## config.mk

```make
export PLATFORM = sky130hd
export DESIGN_NAME = reset_seq
export DESIGN_NICKNAME = d
export VERILOG_FILES = /design/src/rtl/reset_seq_pkg.sv /design/src/rtl/btn_conditioner.sv /design/src/rtl/reset_seq.sv
export SDC_FILE = /design/constraint.sdc
export NUM_CORES = 1
export LEC_CHECK = 0
export ABC_AREA = 1
export BUFFER_PORTS_ARGS = -buffer_cell sky130_fd_sc_hd__buf_2
export CORE_AREA = 3 3 54 56
export DETAILED_ROUTE_END_ITERATION = 16
export DIE_AREA = 0 0 57 59
export PLACE_DENSITY = 0.82
export SYNTH_ARGS = -nofsm -noshare
export SYNTH_HDL_FRONTEND = slang
export SYNTH_HIERARCHICAL = 1
export SYNTH_SLANG_ARGS = --single-unit
```

## constraint.sdc

```tcl
create_clock -name clk -period 1.56 [get_ports clk]
set_clock_uncertainty 0.15 [all_clocks]
set_input_delay 0.078 -clock clk [delete_from_list [all_inputs] [get_ports clk]]
set_output_delay 0.078 -clock clk [all_outputs]
set_load 0.005 [all_outputs]
```

## src/rtl/reset_seq_pkg.sv

```systemverilog
// Shared encodings and width helper for the staged reset sequencer.
package reset_seq_pkg;

  typedef enum logic [1:0] {
    CAUSE_POR  = 2'd0,
    CAUSE_SW   = 2'd1,
    CAUSE_BTN  = 2'd2,
    CAUSE_WDOG = 2'd3
  } cause_e;

  typedef enum logic [1:0] {
    ST_HOLD    = 2'd0,
    ST_RELEASE = 2'd1,
    ST_RUN     = 2'd2
  } state_e;

  // Bits needed to hold values 0..value-1; never less than 1.
  function automatic int unsigned clog2w(input int unsigned value);
    int unsigned w;
    w = 1;
    while ((64'(1) << w) < 64'(value)) begin
      w++;
    end
    return w;
  endfunction

endpackage

```

## src/rtl/btn_conditioner.sv

```systemverilog
// Front-panel button synchronizer; RESET_SEQ_DEBOUNCE_EN adds a stable-low debounce filter.
module btn_conditioner
  import reset_seq_pkg::*;
#(
  parameter int unsigned DEBOUNCE_CYCLES = 50000
) (
  input  logic clk,
  input  logic reset,
  input  logic btn_n,
  output logic req_btn
);

  logic sync1;
  logic sync2;

  // Synchronizer resets to the released (high) level so no request appears at power-up.
  always_ff @(posedge clk) begin
    if (reset) begin
      sync1 <= 1'b1;
      sync2 <= 1'b1;
    end else begin
      sync1 <= btn_n;
      sync2 <= sync1;
    end
  end

`ifdef RESET_SEQ_DEBOUNCE_EN
  localparam int unsigned DbW = clog2w(DEBOUNCE_CYCLES + 1);
  localparam logic [DbW-1:0] DbMax = DbW'(DEBOUNCE_CYCLES);

  logic [DbW-1:0] db_cnt;

  always_ff @(posedge clk) begin
    if (reset || sync2) begin
      db_cnt <= '0;
    end else if (db_cnt != DbMax) begin
      db_cnt <= db_cnt + DbW'(1);
    end
  end

  assign req_btn = ~sync2 & (db_cnt == DbMax);
`else
  assign req_btn = ~sync2;
`endif

`ifndef SYNTHESIS
  always_ff @(posedge clk) begin
    assert (DEBOUNCE_CYCLES >= 1)
      else $error("btn_conditioner: DEBOUNCE_CYCLES must be at least 1");
  end
`endif

endmodule

```

## src/rtl/reset_seq.sv

```systemverilog
// Staged board reset sequencer: hold all domains, then release them in order.
// Button debounce is enabled by defining RESET_SEQ_DEBOUNCE_EN.
module reset_seq
  import reset_seq_pkg::*;
#(
  parameter int unsigned NUM_STAGES      = 3,
  parameter int unsigned HOLD_CYCLES     = 64,
  parameter int unsigned STAGE_GAP       = 16,
  parameter int unsigned DEBOUNCE_CYCLES = 50000
) (
  input  logic                  clk,
  input  logic                  reset,
  input  logic                  btn_n,
  input  logic                  sw_req,
  input  logic                  wdog_expire,
  output logic [NUM_STAGES-1:0] stage_rst_n,
  output logic                  all_released,
  output logic [1:0]            cause
);

  localparam int unsigned HoldW = clog2w(HOLD_CYCLES + 1);
  localparam int unsigned GapW  = clog2w(STAGE_GAP + 1);
  localparam logic [HoldW-1:0] HoldLoad = HoldW'(HOLD_CYCLES);
  localparam logic [GapW-1:0]  GapLoad  = GapW'(STAGE_GAP);

  logic                  req_btn;
  logic                  req;
  state_e                state;
  logic [HoldW-1:0]      hold_cnt;
  logic [GapW-1:0]       gap_cnt;
  logic [NUM_STAGES-1:0] next_stages;

  btn_conditioner #(
    .DEBOUNCE_CYCLES(DEBOUNCE_CYCLES)
  ) u_btn_conditioner (
    .clk    (clk),
    .reset  (reset),
    .btn_n  (btn_n),
    .req_btn(req_btn)
  );

  assign req = req_btn | sw_req | wdog_expire;

  // Stages release as a thermometer code growing from bit 0.
  assign next_stages = (stage_rst_n << 1) | NUM_STAGES'(1);

  always_ff @(posedge clk) begin
    if (reset) begin
      state        <= ST_HOLD;
      hold_cnt     <= HoldLoad;
      gap_cnt      <= GapLoad;
      stage_rst_n  <= '0;
      all_released <= 1'b0;
      cause        <= CAUSE_POR;
    end else if (req) begin
      state        <= ST_HOLD;
      hold_cnt     <= HoldLoad;
      gap_cnt      <= GapLoad;
      stage_rst_n  <= '0;
      all_released <= 1'b0;
      cause        <= wdog_expire ? CAUSE_WDOG :
                      req_btn     ? CAUSE_BTN  : CAUSE_SW;
    end else begin
      unique case (state)
        ST_HOLD: begin
          if (hold_cnt <= HoldW'(1)) begin
            stage_rst_n  <= next_stages;
            all_released <= &next_stages;
            gap_cnt      <= GapLoad;
            state        <= (&next_stages) ? ST_RUN : ST_RELEASE;
          end else begin
            hold_cnt <= hold_cnt - HoldW'(1);
          end
        end
        ST_RELEASE: begin
          if (gap_cnt <= GapW'(1)) begin
            stage_rst_n  <= next_stages;
            all_released <= &next_stages;
            gap_cnt      <= GapLoad;
            state        <= (&next_stages) ? ST_RUN : ST_RELEASE;
          end else begin
            gap_cnt <= gap_cnt - GapW'(1);
          end
        end
        ST_RUN: begin
          state <= ST_RUN;
        end
        default: begin
          state    <= ST_HOLD;
          hold_cnt <= HoldLoad;
        end
      endcase
    end
  end

`ifndef SYNTHESIS
  always_ff @(posedge clk) begin
    assert (HOLD_CYCLES >= 1 && STAGE_GAP >= 1 && NUM_STAGES >= 1)
      else $error("reset_seq: HOLD_CYCLES, STAGE_GAP and NUM_STAGES must be at least 1");
  end
`endif

endmodule
```

**Word-level counts from Yosys, hierarchy flattened**

Cells that the tools add are included.
Widths: inputs -> output; s select.

- Memories: 0
- Bits in writable memories: 0
- Bits in latches: 0
- Logic and storage cells: 47
- Register bits after elaboration: 22
- Output and inout bits: 6
- Bits in read-only memories: 0

- Divide/modulo/power cells: 0
- Reduce and logical (&&, ||, !) cells: 9
- Shift-type cells: 0
- Add/sub/neg operators: 2
- Order comparisons: 2
- Eq/ne operators: 5
- Multiply operators: 0
- Mux-type cells: 17
- Bitwise logic cells: 4

Operators by type and width:

| kind | count |
|---|---|
| $pmux 7 s2 | 1 |
| $mux 2 | 5 |
| $mux 5 | 2 |
| $pmux 5 s2 | 1 |
| $reduce_and 2->1 | 4 |
| $le 7x1->1 const B | 1 |
| $mux 7 | 1 |
| $sub 7x1->7 const B | 1 |
| $mux 3 | 2 |
| $ne 2x2->1 const B | 3 |
| $pmux 2 s3 | 1 |
| $pmux 3 s2 | 1 |
| $le 5x1->1 const B | 1 |
| $sub 5x1->5 const B | 1 |
| $reduce_or 2->1 | 2 |
| $reduce_and 3->1 | 1 |
| $eq 2x1->1 const B | 1 |
| $eq 2x2->1 const B | 1 |
| $logic_not 2->1 | 1 |
| $mux 1 | 2 |
| $not 1->1 | 2 |
| $or 1x1->1 | 2 |
| $pmux 1 s2 | 1 |
| $reduce_bool 2->1 | 1 |

**Longest topological paths before layout**

- Depth in word-level cells: 4
- Depth in mapped cells: 9

**Hierarchy**

Netlist, hierarchy kept.

By module, submodules not included:

| module | cells an instance | area an instance (um2) | times used | seq. area each (um2) |
|---|---|---|---|---|
| reset_seq | 168 | 1217.4 | 1 | 400.4 |
| btn_conditioner | 8 | 62.6 | 1 | 40.0 |

**Worst setup path before layout**

Ideal clock, no wire load.

- Path kind: register -> register
- Start: register hold_cnt[1]
- End: register stage_rst_n[2]
- Stages on the path, launching flop included: 10
- Slack: 41 ps
- Path buffers: 0
- Clock period less this slack: 1519 ps
- Setup time: 113 ps
- Data arrival time: 1256 ps
- Cells stage by stage: dfxtp_1 inv_1 ha_1 o21bai_2 nand3_2 nand2_4 nand2_2 inv_1 nor2_1 nor2_1

- Word-level cells in the longest chain between the ends: 3

RTL lines:

| element | line | RTL |
|---|---|---|
| start, declared | reset_seq.sv:29 | `logic [HoldW-1:0] hold_cnt;` |
| start signal, assigned | reset_seq.sv:50 | `hold_cnt <= HoldLoad;` |
| start signal, assigned | reset_seq.sv:57 | `hold_cnt <= HoldLoad;` |
| start signal, assigned | reset_seq.sv:72 | `hold_cnt <= hold_cnt - HoldW'(1);` |
| $le 7x1->1 | reset_seq.sv:66 | `if (hold_cnt <= HoldW'(1)) begin` |
| $ne 2x2->1 (no source line) | n/a |  |
| $reduce_and 3->1 (no source line) | n/a |  |
| end signal, assigned | reset_seq.sv:67 | `stage_rst_n <= next_stages;` |
| end signal, assigned | reset_seq.sv:77 | `stage_rst_n <= next_stages;` |
| end, declared | reset_seq.sv:16 | `output logic [NUM_STAGES-1:0] stage_rst_n,` |

Every way passes these cells.
A chain may end at the register's enable or synchronous reset.

**Worst setup path in the final report**

- Start: input reset
- End: register all_released

- Word-level cells in the longest chain between the ends: 1

RTL lines:

| element | line | RTL |
|---|---|---|
| start, declared | reset_seq.sv:12 | `input logic reset,` |
| $reduce_or 2->1 (no source line) | n/a |  |
| end signal, assigned | reset_seq.sv:68 | `all_released <= &next_stages;` |
| end signal, assigned | reset_seq.sv:78 | `all_released <= &next_stages;` |
| end, declared | reset_seq.sv:17 | `output logic all_released,` |

Every way passes these cells.

==> flow_summary.yaml <==
outcome:
  status: "finished, final reports clean"
die:
  ios: 11
  die_area_um2: 3360
  row_count: 18
  dieWidth_um: 57
  core_um2: 2480
  initial_core_util: 0.517
  die_y_um: 59
worst_hold_path:
  holdCritStartpoint: "u_btn_conditioner/sync1$_SDFF_PP1_"
  hold_path_class: "flop to flop"
worst_setup_path:
  cp.arrival_ns: 1.58
  r2r_start: "hold_cnt[0]$_SDFFE_PP0P_"
  critPathMaxFanout: 4
  critPathCaptureType: "flop"
  crit_required_ns: 1.67
  timing.setup.critical_path_class: "primary input to flop"
  cp-start-kind: "primary input"
  crit_path_start: "reset"
power:
  p_switching_mw: 0.298
  p_int_mw: 0.755
  power.total_mw: 1.05
  sw_frac_of_total: 0.283
  pwr-share-comb: 0.191
  seq_power_share: 0.564
  pwr-share-clk: 0.245
  ir_worst_vdd_v: 0.000663
  p_leak_nw: 0.706
  p_per_area_nw_per_um2: 666
synth:
  synth.area.top_cells: "dfxtp_1 (34%), nand2_1 (14%), nand3_1 (7.0%), a21oi_2 (6.8%), inv_1 (6.5%)"
  syn_avg_cell_area_um2: 7.27
  synth_cell_types: 25
  synth-xor-area-share: 0.0274
  yosys_register_bits: 22
  synth_top_family_by_area: "simple AND/OR/NAND/NOR gates"
  syn_nets: 187
  yosys.area_share.simple: 0.369
  synth.largest_area_cell: "dfxtp_1"
  syn_area_um2: 1280
  synth-warning-count: 6
  muxShareOfSynthArea: 0
  syn_inst: 176
  seq_area_frac_synth: 0.344
  netlist.area_leader.share: 0.344
  synth_compound_area_frac: 0.119
  yosys.area_share.adder: 0.0587
sta:
  slew_viol_final: 0
  hold_viol: 0
  setup_viol: 0
  fmax_mhz: 676
  tightest_slew_ns: 0.321
  max_slew_margin: 0.785
  period_share: 0.948
  timing.final.crit_period_ns: 1.48
  fin_hold_ws_ns: 0.287
  fin_tns_setup_ns: 0
clock_tree:
  clkTransAtPathRegs_ns: 0.12
  cts_max_level: 1
  numCtsBuffers: 3
  worstSkewPairLatency_ns: 0.31
  root_buffer: "clkbuf_4"
  cts_sinks: 22
  cts_buffer_depth: 2
  cts_tree: "done"
place:
  post-dp-hpwl_um: 1840
  place_congestion: 0.828
  port_buffers: 10
grt:
  grt_antenna_before_repair: 0
  track_usage: 0.176
  grt_pass1_wl_um: 4590
  grt_max_degree: 12
  grt-ovfl-total: 0
  grt_pass1_vias: 1036
finish:
  synthToLayoutAreaGrowth_pct: 23.6
  n_antenna_cell: 0
  layout-drive-gt1-share: 0.299
  layout.nets: 214
  nFillCells: 210
job:
  drv_cap: 0
drt:
  drtPass1Iterations: 4
  wl_per_cell_um: 11.9
  drt_iter0_markers: 35
  via_per_inst: 5.14
  drc: 0
  routed_wl_um: 2760
  vias: 1188
  postRouteAntennaNets: 0
[routing by layer]
metal / vias to the layer above / GRT usage / share of wire
met3: 7 / 0.0349 / 0.045
met4: 0 / 0.0695 / 0.021
met5: - / 0 / 0
met1: 546 / 0.221 / 0.45
met2: 26 / 0.300 / 0.49
li1: 609 / - / -
[critical path, cell delays in order]
cell and delay, ns:
dlygate4sd3_1 0.59, or2_4 0.26, nor3_4 0.33, buf_6 0.16, nand2_1 0.06, nor2_2 0.11
[kinds of logic (layout without fill, tap and decap cells)]
| kind of cell | Yosys count | in the layout |
|---|---|---|
| AO/OA/AOI/OAI | 21 | 21 |
| XOR/XNOR | 4 | 4 |
| adder cells (fa/ha/maj) | 6 | 6 |
| buffers and inverters | 26 | 51 |
| flip-flops | 22 | 22 |
| AND/OR/NAND/NOR | 97 | 97 |
[final timing paths]
| kind | endpoint | slack [ns] | depth (start not counted) |
|---|---|---|---|
| min reg2reg | u_btn_conditioner/sync2$_SDFF_PP1_ | 0.29 | 2 |
| max | all_released$_SDFFE_PP0P_ | 0.08 | 6 |
| max reg2reg | hold_cnt[6]$_SDFFE_PP1P_ | 0.10 | 7 |
| min | u_btn_conditioner/sync2$_SDFF_PP1_ | 0.29 | 2 |
[area by class of cell]
type | count | area [um2] | share of cell area
clock buffers | 3 | 22.5 | 0.0142
multi-input cells | 128 | 801 | 0.506
inverters | 25 | 96.3 | 0.0609
flip-flops and latches | 22 | 447 | 0.282
well taps | 30 | 37.5 | 0.0237
repair buffers | 23 | 178 | 0.112
[cell usage after synthesis]
| library cell | instances |
|---|---|
| nor2_4 | 2 |
| nand2_1 | 47 |
| nand3_2 | 1 |
| a21oi_2 | 10 |
| o21bai_1 | 1 |
| dfxtp_1 | 22 |
| nand2_4 | 1 |
| nor2_1 | 17 |
| o21bai_2 | 1 |
| nor2_2 | 1 |
| nand3b_1 | 1 |
| or2_4 | 1 |
| a21oi_1 | 3 |
| a31oi_1 | 1 |
| nor3_4 | 1 |
| nand4_4 | 1 |
| ha_1 | 6 |
| nand2_2 | 4 |
| nand4_1 | 2 |
| inv_1 | 22 |
| nand3_1 | 18 |
| xor2_1 | 4 |
| o21ai_0 | 5 |
| buf_6 | 1 |
| inv_2 | 3 |
[timing repair]
item | CTS | global route
setup endpoints to repair | 4 | 19
resized for setup | 1 | 25
buffers inserted | 0 | 2
hold buffers | 7 | 0
hold endpoints to repair | 7 | 0
pin swaps | 0 | 8
[placed cells by master (no fill, tap or decap)]
master         netlist  routed
a21oi_1              3       2
a21oi_2             10      11
a31oi_1              1       1
buf_2                0       8
buf_4                0       6
buf_6                1       2
clkbuf_4             0       3
dfxtp_1             22      17
dfxtp_2              0       5
dlygate4sd3_1        0       7
ha_1                 6       4
ha_4                 0       2
inv_1               22      20
inv_2                3       4
inv_4                0       1
nand2_1             47      43
nand2_2              4       6
nand2_4              1       3
nand3_1             18      18
nand3_4              0       1
nand3b_1             1       1
nand4_1              2       2
nand4_4              1       1
nor2_1              17      16
nor2_2               1       2
nor2_4               2       2
nor3_4               1       1
o21ai_0              5       4
o21ai_1              0       1
o21bai_1             1       1
o21bai_4             0       1
or2_4                1       1
xor2_1               4       4
[power by group through the flow]
stage	Sequential [mW]	Combinational, mW	Clock [mW]
2_1_floorplan	0.604	0.128	0
3_3_place_gp	0.604	0.162	0
3_5_place_dp	0.605	0.165	0
4_1_cts	0.592	0.180	0.264
5_1_grt	0.595	0.225	0.285
6_report	0.593	0.201	0.258
[per-stage QoR]
| stage | instances | util | cell area, um2 | setup WS, ns |
|---|---|---|---|---|
| 2_1_floorplan | 176 | - | 1280 | 0.0408 |
| 6_report | 231 | 0.638 | 1580 | 0.0809 |
| 3_5_place_dp | 221 | 0.566 | 1400 | -0.00754 |
| 3_3_place_gp | 221 | 0.566 | 1400 | -0.00166 |
| 4_1_cts | 231 | 0.604 | 1500 | 0.0211 |
| 5_1_grt | 231 | 0.638 | 1580 | -0.0263 |
[registers in the layout, summed over array words and instances, names as in the netlist]
signal,count
u_btn_conditioner/sync2,1
all_released,1
hold_cnt,7
state,2
cause,2
stage_rst_n,3
gap_cnt,5
u_btn_conditioner/sync1,1
No activity file was read; power rests on OpenSTA's default activity.
